$ cat config.mk
export PLATFORM = sky130hd
export DESIGN_NAME = led_rx_decoder
export DESIGN_NICKNAME = d
export VERILOG_FILES = /design/src/rtl/led_rx_decoder.sv
export SDC_FILE = /design/constraint.sdc
export NUM_CORES = 1
export LEC_CHECK = 0
export ABC_AREA = 1
export ABC_CLOCK_PERIOD_IN_PS = 2200
export BUFFER_PORTS_ARGS = -buffer_cell sky130_fd_sc_hd__buf_2
export CAP_MARGIN = 20
export CORE_ASPECT_RATIO = 0.7
export CORE_MARGIN = 2
export CORE_UTILIZATION = 53
export DETAILED_ROUTE_END_ITERATION = 12
export PLACE_DENSITY = 0.83
export SYNTH_ARGS = -nofsm -noshare
export SYNTH_HDL_FRONTEND = slang
export SYNTH_SLANG_ARGS = --single-unit
$ cat constraint.sdc
create_clock -name clk -period 2.2 [get_ports clk]
set_input_delay 0.44 -clock clk [delete_from_list [all_inputs] [get_ports clk]]
set_output_delay 0.44 -clock clk [all_outputs]
set_load 0.02 [all_outputs]
$ cat src/rtl/led_rx_decoder.sv
// Oversampling receiver for the LED cki/sdi link: rebuilds MSB-first 24-bit words,
// compresses them to 12-bit RGB on a valid/ready port and checks frame length at idle.
module led_rx_decoder #(
    parameter int FRAME_WORDS  = 35,
    parameter int IDLE_TIMEOUT = 64,
    parameter int SYNC_STAGES  = 2
) (
    input  logic        clk,
    input  logic        rst,
    input  logic        rx_en,
    input  logic        cki,
    input  logic        sdi,
    output logic [11:0] word_data,
    output logic        word_fmt_err,
    output logic        word_valid,
    input  logic        word_ready,
    output logic        frame_done,
    output logic        frame_ok,
    output logic [5:0]  frame_cnt,
    output logic        overrun,
    input  logic        clr_status
);

    localparam int IW = $clog2(IDLE_TIMEOUT + 1);

    typedef enum logic {IDLE, SHIFT} state_t;

    function automatic logic [11:0] compress(input logic [23:0] w);
        return {w[23:20], w[15:12], w[7:4]};
    endfunction

    function automatic logic fmt_bad(input logic [23:0] w);
        return (w[19:16] != 4'hF) || (w[11:8] != 4'hF) || (w[3:0] != 4'hF);
    endfunction

    state_t                 state, state_next;
    logic [SYNC_STAGES-1:0] cki_sync, sdi_sync;
    logic                   cki_prev;
    logic                   cki_s, sdi_s, cki_rise;
    logic [23:0]            shreg, shift_next;
    logic [4:0]             bit_cnt;
    logic [IW-1:0]          idle_cnt;
    logic [5:0]             word_cnt;
    logic                   frame_bad;
    logic                   start, abort, timeout, shift_en;
    logic                   word_done, pop, load, drop;

    // Both lines go through identical depth so sdi stays aligned with its cki edge
    always_ff @(posedge clk or posedge rst) begin
        if (rst) begin
            cki_sync <= '0;
            sdi_sync <= '0;
            cki_prev <= 1'b0;
        end else begin
            cki_sync <= {cki_sync[SYNC_STAGES-2:0], cki};
            sdi_sync <= {sdi_sync[SYNC_STAGES-2:0], sdi};
            cki_prev <= cki_sync[SYNC_STAGES-1];
        end
    end

    assign cki_s      = cki_sync[SYNC_STAGES-1];
    assign sdi_s      = sdi_sync[SYNC_STAGES-1];
    assign cki_rise   = cki_s & ~cki_prev;
    assign shift_next = {shreg[22:0], sdi_s};

    always_ff @(posedge clk or posedge rst) begin
        if (rst) state <= IDLE;
        else     state <= state_next;
    end

    always_comb begin
        state_next = state;
        start      = 1'b0;
        abort      = 1'b0;
        timeout    = 1'b0;
        shift_en   = 1'b0;
        case (state)
            IDLE: begin
                if (rx_en && cki_rise) begin
                    start      = 1'b1;
                    state_next = SHIFT;
                end
            end
            SHIFT: begin
                if (!rx_en) begin
                    abort      = 1'b1;
                    state_next = IDLE;
                end else if (cki_rise) begin
                    shift_en = 1'b1;
                end else if (idle_cnt == IW'(IDLE_TIMEOUT)) begin
                    timeout    = 1'b1;
                    state_next = IDLE;
                end
            end
            default: state_next = IDLE;
        endcase
    end

    assign word_done = shift_en && (bit_cnt == 5'd23);
    assign pop       = word_valid & word_ready;
    assign load      = word_done & (~word_valid | word_ready);
    assign drop      = word_done & ~load;

    // Deserialiser and per-frame accumulators
    always_ff @(posedge clk or posedge rst) begin
        if (rst) begin
            shreg     <= '0;
            bit_cnt   <= '0;
            idle_cnt  <= '0;
            word_cnt  <= '0;
            frame_bad <= 1'b0;
        end else if (start) begin
            shreg     <= {23'd0, sdi_s};
            bit_cnt   <= 5'd1;
            idle_cnt  <= '0;
            word_cnt  <= '0;
            frame_bad <= 1'b0;
        end else if (shift_en) begin
            shreg    <= shift_next;
            bit_cnt  <= (bit_cnt == 5'd23) ? 5'd0 : bit_cnt + 5'd1;
            idle_cnt <= '0;
            if (word_done) begin
                if (word_cnt != 6'd63) word_cnt <= word_cnt + 6'd1;
                if (drop || fmt_bad(shift_next)) frame_bad <= 1'b1;
            end
        end else if (state == SHIFT && idle_cnt != IW'(IDLE_TIMEOUT)) begin
            idle_cnt <= idle_cnt + IW'(1);
        end
    end

    // Single-entry holding register; a pop in the completion cycle makes room
    always_ff @(posedge clk or posedge rst) begin
        if (rst) begin
            word_data    <= '0;
            word_fmt_err <= 1'b0;
            word_valid   <= 1'b0;
            overrun      <= 1'b0;
        end else begin
            if (load) begin
                word_data    <= compress(shift_next);
                word_fmt_err <= fmt_bad(shift_next);
                word_valid   <= 1'b1;
            end else if (pop) begin
                word_valid <= 1'b0;
            end
            if (clr_status) overrun <= 1'b0;
            if (drop)       overrun <= 1'b1;
        end
    end

    always_ff @(posedge clk or posedge rst) begin
        if (rst) begin
            frame_done <= 1'b0;
            frame_ok   <= 1'b0;
            frame_cnt  <= '0;
        end else begin
            frame_done <= timeout | abort;
            if (timeout | abort) begin
                frame_cnt <= word_cnt;
                frame_ok  <= timeout && (word_cnt == 6'(FRAME_WORDS)) &&
                             (bit_cnt == 5'd0) && !frame_bad;
            end
        end
    end

endmodule

==> run_results.csv, run 1 <==
group,metric,value,unit
clock_tree,cts-root-buf,"clkbuf_8",
clock_tree,cts_made_buffers,9,
global_route,grt_pass1_wl,9740,microns
power_and_ir_drop,ir_drop,419,uV
logic_synthesis,ys_async_sr_fraction,1.00,
detailed_routing,routed_wirelength,5680,microns
timing,fin_setup_tns,0,ns
clock_tree,cts_max_path_buffers,2,
logic_synthesis,syn-cell-area,3100,sq um
logic_synthesis,synth_top_area_share,0.574,
placed_design,dp.cells,423,
placed_design,dp_hpwl,3900,microns
timing,period_minus_slack,1.72,ns
min_path,hp-class,"in2async",
global_route,grt_pass1_vias,2134,
power_and_ir_drop,leakagePower,1.74,nW
logic_synthesis,syn-mean-instance-area,9.56,sq um
floorplanning,fp.dieH,68.0,microns
global_route,overflow,0,
setup_path,cp-end-kind,"flop",
global_route,grt_start_max_net_pins,33,
floorplanning,dieWidth,95.4,microns
outcome,status,"complete, no violations",
timing,holdWs,0.172,ns
detailed_routing,vias,2288,
floorplanning,num_io_pins,30,
detailed_routing,drt_iter0_drc,119,
logic_synthesis,syn_inst,324,
setup_path,critical_path_required,2.42,ns
detailed_routing,drtPass1Iterations,4,
timing,max_slew.worst_pin.slew,0.630,ns
layout,area_growth_syn_to_layout,13.7,%
setup_path,cpPeakStageDelay,0.36,ns
logic_synthesis,synth.top_cells.by_count,"dfrtp_1 (71), nand2_1 (57), inv_1 (51)",
setup_path,cp.arrival,1.93,ns
clock_tree,htree_levels,3,
placed_design,gp_congestion,0.861,
logic_synthesis,ys_warn_count,0,
setup_path,cp_cell_sequence,"inv_1 > nand2_1 > nor2_2 > buf_4 > nand2_1 > nand3_1 > o21ai_0",
logic_synthesis,yosysTopAreaCell,"dfrtp_1",
timing,fmax,583,MHz
layout,finalNonFillerCells,438,
timing,rsz0062_at_grt,"false",
detailed_routing,wl_per_cell,13.0,microns
logic_synthesis,synth_cell_types,27,
detailed_routing,drc,0,
setup_path,crit_fanout,28,
clock_tree,cts.repair.resized,0,
global_route,antenna_found_initial,0,
setup_path,r2r_slack,0.48,ns
logic_synthesis,synth_area_leaders,"dfrtp_1 (57%), nand2_1 (6.9%), inv_1 (6.2%)",
floorplanning,initial_core_util,0.546,
placed_design,io_buffers,29,
setup_path,cp-start-kind,"flop",
flow_run,maxCapViolations,0,
detailed_routing,antenna_left,0,
clock_tree,clkLatencyLatePin,0.34,ns
logic_synthesis,synth_enable_flop_cells,0,
clock_tree,clock-sinks,71,
floorplanning,num_rows,23,
timing,hold_viol_final,0,
logic_synthesis,syn_nets,336,
timing,drv_slew,0,
logic_synthesis,ys_ff_latch,71,
setup_path,cpMaxStageDelayCell,"dfrtp_1",
setup_path,r2r-end,"word_cnt[3]",
setup_path,worstSetupPathType,"reg2reg",
clock_tree,cts_tree,"built",
clock_tree,hold_buffers,0,
timing,max-slew-margin-rel,0.579,
floorplanning,core,5670,sq um
clock_tree,cts_setup_buffers,0,
setup_path,cp_common_cell,"nand2_1",
logic_synthesis,synth-seq-area-share,0.574,
timing,fin_crit_sh,0.780,
layout,num_antenna_cells,0,
logic_synthesis,synth.most_common_cell,"dfrtp_1",
setup_path,worst-path-buf-inv,2,
clock_tree,clkTransAtPathRegs,0.07,ns
layout,drive_gt1_frac,0.207,
timing,setup_viol,0,
floorplanning,dieArea,6480,sq um
setup_path,rr_startpoint,"cki_prev",
layout,final_nets,371,
timing,finClkSkew,0.00883,ns
detailed_routing,via_per_inst,5.22,
power_and_ir_drop,power_density,843,nW/um^2
global_route,gr-usage-all-layers,0.202,
logic_synthesis,yosys_most_used_dff,"dfrtp_1",
setup_path,cpLargestDelayFamily,"simple AND/OR/NAND/NOR gates",
setup_path,r2r_cells,7,
how the worst max path moves through the flow:
stage,from,to,slack [ns],cells after the start
after floorplan,idle_cnt[0],frame_cnt[0],0.77,10
after global placement,rx_en,idle_cnt[5],0.50,7
after detailed placement,rx_en,word_cnt[4],0.43,7
after CTS,cki_prev,word_cnt[3],0.49,7
after global routing,idle_cnt[0],idle_cnt[2],0.31,10
final,cki_prev,word_cnt[3],0.48,7
cell type report:
cell class	instances	area (sq um)
clock buffers	12	155
clock inverters	3	42.5
fillers	440	2150
inverters	54	206
multi-input cells	191	1060
flip-flops and latches	71	1780
well taps	75	93.8
repair buffers	32	180
routing by layer:
layer | up-vias | wire length [microns] | global-route usage
met5 | - | 0 | 0
met4 | 0 | 87 | 0.0725
met3 | 7 | 270 | 0.0760
met2 | 48 | 2750 | 0.324
met1 | 1119 | 2570 | 0.255
li1 | 1114 | - | -
metrics by stage:
stage	setup slack [ns]	util	total power, mW	instance area [sq um]
after detailed placement	0.435	0.586	1.95	3320
after floorplan	0.769	-	1.83	3100
after global routing	0.308	0.621	3.14	3520
after global placement	0.503	0.586	1.93	3320
final	0.484	0.621	2.97	3520
after CTS	0.490	0.621	2.99	3520
worst reg2reg max path: stages, from the launching register on:
cell and delay (ns):
dfrtp_1 0.36, inv_1 0.05, nand2_1 0.08, nor2_2 0.16
buf_4 0.32, nand2_1 0.31, nand3_1 0.19, o21ai_0 0.12
layout by cell type (no fill, tap or decap):
cell,n
a21oi_1,4
buf_12,1
buf_2,29
buf_4,2
bufinv_16,1
clkbuf_1,1
clkbuf_8,11
clkinv_2,1
clkinvlp_4,2
dfrtp_1,71
ha_1,5
inv_1,50
inv_2,3
nand2_1,57
nand2_2,6
nand2_4,2
nand3_1,23
nand3_2,1
nand3b_1,1
nand4_1,3
nor2_1,16
nor2_2,1
nor2_4,2
nor2_8,1
nor3_1,4
o21ai_0,21
o21ai_1,2
o21ai_2,12
o22ai_1,22
xnor2_1,2
xor2_1,6
power breakdown:
group          leakage, nW  switching [mW]  internal (mW)
Combinational        0.689           0.255          0.144
Clock               0.0985           0.457          0.578
Sequential           0.954           0.111           1.42
cells by family (layout without fill, tap and decap cells):
group	Yosys count	in the layout	share of synthesized area
compound gates	61	61	0.122
xor+xnor	8	8	0.0226
fa+ha+maj	5	5	0.0202
buf+inv	62	101	0.0824
flops	71	71	0.574
simple gates	117	117	0.179
state kept, by name, summed over array words and instances, names as in the netlist, 2 cells and up:
signal,count
word_cnt,6
idle_cnt,7
bit_cnt,5
sdi_sync,2
frame_cnt,6
cki_sync,2
word_data,12
shreg,23
Power figures use the tool's default switching activity.
==> run 2: changes to the inputs <==
--- a/config.mk
+++ b/config.mk
@@ -6,12 +6,12 @@
 export NUM_CORES = 1
 export LEC_CHECK = 0
 export ABC_AREA = 1
-export ABC_CLOCK_PERIOD_IN_PS = 2200
+export ABC_CLOCK_PERIOD_IN_PS = 1650
 export BUFFER_PORTS_ARGS = -buffer_cell sky130_fd_sc_hd__buf_2
 export CAP_MARGIN = 20
 export CORE_ASPECT_RATIO = 0.7
 export CORE_MARGIN = 2
-export CORE_UTILIZATION = 53
+export CORE_UTILIZATION = 55
 export DETAILED_ROUTE_END_ITERATION = 12
 export PLACE_DENSITY = 0.83
 export SYNTH_ARGS = -nofsm -noshare
==> constraint.sdc (replaced) <==
create_clock -name clk -period 1.65 [get_ports clk]
set_input_delay 0.33 -clock clk [delete_from_list [all_inputs] [get_ports clk]]
set_output_delay 0.33 -clock clk [all_outputs]
set_load 0.02 [all_outputs]
==> run 2 against run 1 <==
  * Combinational power increased by 35%
  * Clock power increased by 12%
  * Critical path type unchanged
  * Maximum frequency increased by 10%
  * Clock skew decreased by 0.0029 ns
  * Highest routed layer unchanged
  * First-iteration DRC count increased by 36%
  * Sequential power increased by 34%
  * Via count decreased by 0.17%
==> run_results.csv, run 2 (same netlist as run 1, synthesis figures left out) <==
group,metric,value,unit
floorplanning,num_io_pins,30,
timing,rsz0062_at_grt,"false",
global_route,overflow,0,
setup_path,cp_cell_sequence,"ha_1 > nand3_2 > nor2_4 > inv_2 > nor2_8 > nand2_8 > nand2_1 > o21ai_2",
setup_path,worstSetupPathType,"reg2reg",
global_route,grt_pass1_wl,9650,microns
layout,reg_top3,"shreg (23), word_data (12), idle_cnt (7)",
setup_path,rr_startpoint,"bit_cnt[1]",
timing,period_minus_slack,1.56,ns
global_route,grt_pass1_vias,2100,
timing,holdWs,0.0784,ns
setup_path,crit_start,"bit_cnt[1]",
setup_path,crit_fanout,26,
setup_path,cpMaxStageDelayCell,"dfrtp_1",
timing,drv_slew,0,
timing,fin_setup_tns,0,ns
layout,finalNonFillerCells,439,
setup_path,path_depth,8,
clock_tree,cts_max_path_buffers,2,
timing,finClkSkew,0.00595,ns
detailed_routing,wl_per_cell,12.6,microns
floorplanning,fp.dieH,66.8,microns
clock_tree,htree_levels,3,
setup_path,cpPeakStageDelay,0.38,ns
power_and_ir_drop,leakagePower,1.76,nW
detailed_routing,via_per_inst,5.20,
global_route,gr-usage-all-layers,0.202,
placed_design,io_buffers,29,
min_path,hp-class,"in2async",
global_route,grt_start_max_net_pins,72,
clock_tree,clkLatencyLatePin,0.33,ns
detailed_routing,drtPass1Iterations,5,
setup_path,critPathCapture,"word_data[3]",
floorplanning,dieArea,6260,sq um
timing,max_slew.worst_pin.slew,0.369,ns
global_route,busiest_layer,"met2",
timing,fmax,642,MHz
floorplanning,core,5340,sq um
layout,layout_common_cells,"dfrtp_1 (71), nand2_1 (53), inv_1 (48)",
clock_tree,cts_made_buffers,9,
setup_path,r2r-end,"word_data[3]",
setup_path,worst-path-buf-inv,1,
global_route,grtUsageMet2,0.311,
layout,final_nets,375,
layout,drive_gt1_frac,0.232,
global_route,antenna_found_initial,0,
layout,final_util,0.665,
timing,max-slew-margin-rel,0.754,
floorplanning,num_rows,22,
setup_path,cp.arrival,1.78,ns
detailed_routing,vias,2284,
placed_design,placedInstanceArea,3350,sq um
timing,setup_viol,0,
setup_path,cp-start-kind,"flop",
global_route,use_met3,0.0532,
flow_run,maxCapViolations,0,
placed_design,gp_congestion,0.864,
layout,regMostFlops,"shreg",
floorplanning,initial_core_util,0.580,
setup_path,r2r_cells,8,
setup_path,r2r_slack,0.09,ns
layout,largest_reg_flops,23,
layout,num_antenna_cells,0,
power_and_ir_drop,ir_drop,531,uV
floorplanning,dieWidth,93.7,microns
detailed_routing,drc,0,
detailed_routing,antenna_left,0,
clock_tree,cts_tree,"built",
clock_tree,clkTransAtPathRegs,0.07,ns
layout,area_growth_syn_to_layout,14.7,%
detailed_routing,drt_iter0_drc,162,
placed_design,dp.cells,423,
placed_design,dp_hpwl,3870,microns
detailed_routing,routed_wirelength,5510,microns
global_route,use_met1,0.275,
timing,fin_crit_sh,0.944,
clock_tree,hold_buffers,0,
outcome,status,"complete, no violations",
clock_tree,clock-sinks,71,
power_and_ir_drop,power_density,1050,nW/um^2
layout,fin_area,3550,sq um
clock_tree,cts-root-buf,"clkbuf_8",
timing,hold_viol_final,0,
layout,mostFrequentLayoutCell,"dfrtp_1",
setup_path,critical_path_required,1.87,ns
setup_path,cpLargestDelayFamily,"simple AND/OR/NAND/NOR gates",
setup_path,cp-end-kind,"flop",
run 2: cell count changes in the layout (fill, tap and decap cells not counted), moves of 2 or more:
cell / previous run / this run
inv_2: 3 / 5
inv_1: 50 / 48
nand2_1: 57 / 53
clkinv_2: 1 / 3
buf_4: 2 / 5
nand2_2: 6 / 9
run 2: through the flow:
| stage | worst slack [ns] | power [mW] |
|---|---|---|
| floorplan | 0.219 | 2.44 |
| global placement | 0.0371 | 2.58 |
| detailed placement | -0.0312 | 2.61 |
| CTS | 0.0137 | 3.76 |
| global route | 0.00205 | 3.95 |
| finish | 0.0916 | 3.75 |
run 2: final cells by class:
type                       instances  area (sq um)
fill                             404          1790
clock inverter                     4          22.5
timing repair buffer              36           223
tap                               72          90.1
multi-input combinational        191          1090
clock buffer                      11           141
inverter                          54           206
sequential                        71          1780
run 2: worst min-delay path, stage by stage:
cell,delay (ns)
buf_2,0.11
clkinvlp_4,0.07
buf_12,0.30
run 2: repair_timing:
action	CTS	global route
resized for setup	1	8
pin swaps	0	1
setup buffers	0	1
setup endpoints to repair	6	29
run 2: power breakdown:
group	internal, mW	switching, mW	total [mW]
Combinational	0.198	0.340	0.538
Clock	0.570	0.587	1.16
Sequential	1.90	0.152	2.05
run 2: how the worst min path moves through the flow:
stage	startpoint	end	slack (ns)	cells past startpoint
global route	sdi	sdi_sync[0]	0.09	1
CTS	sdi	sdi_sync[0]	0.09	1
floorplan	cki_sync[0]	cki_sync[1]	0.33	0
finish	rst	word_data[1]	0.08	3
detailed placement	sdi_sync[0]	sdi_sync[1]	0.34	0
global placement	cki_sync[0]	cki_sync[1]	0.33	0
run 2: per-layer routing:
layer / share of wire / vias to the layer above
li1: - / 1135
met1: 0.48 / 1085
met2: 0.46 / 56
met3: 0.043 / 8
met4: 0.016 / 0
met5: 0 / -
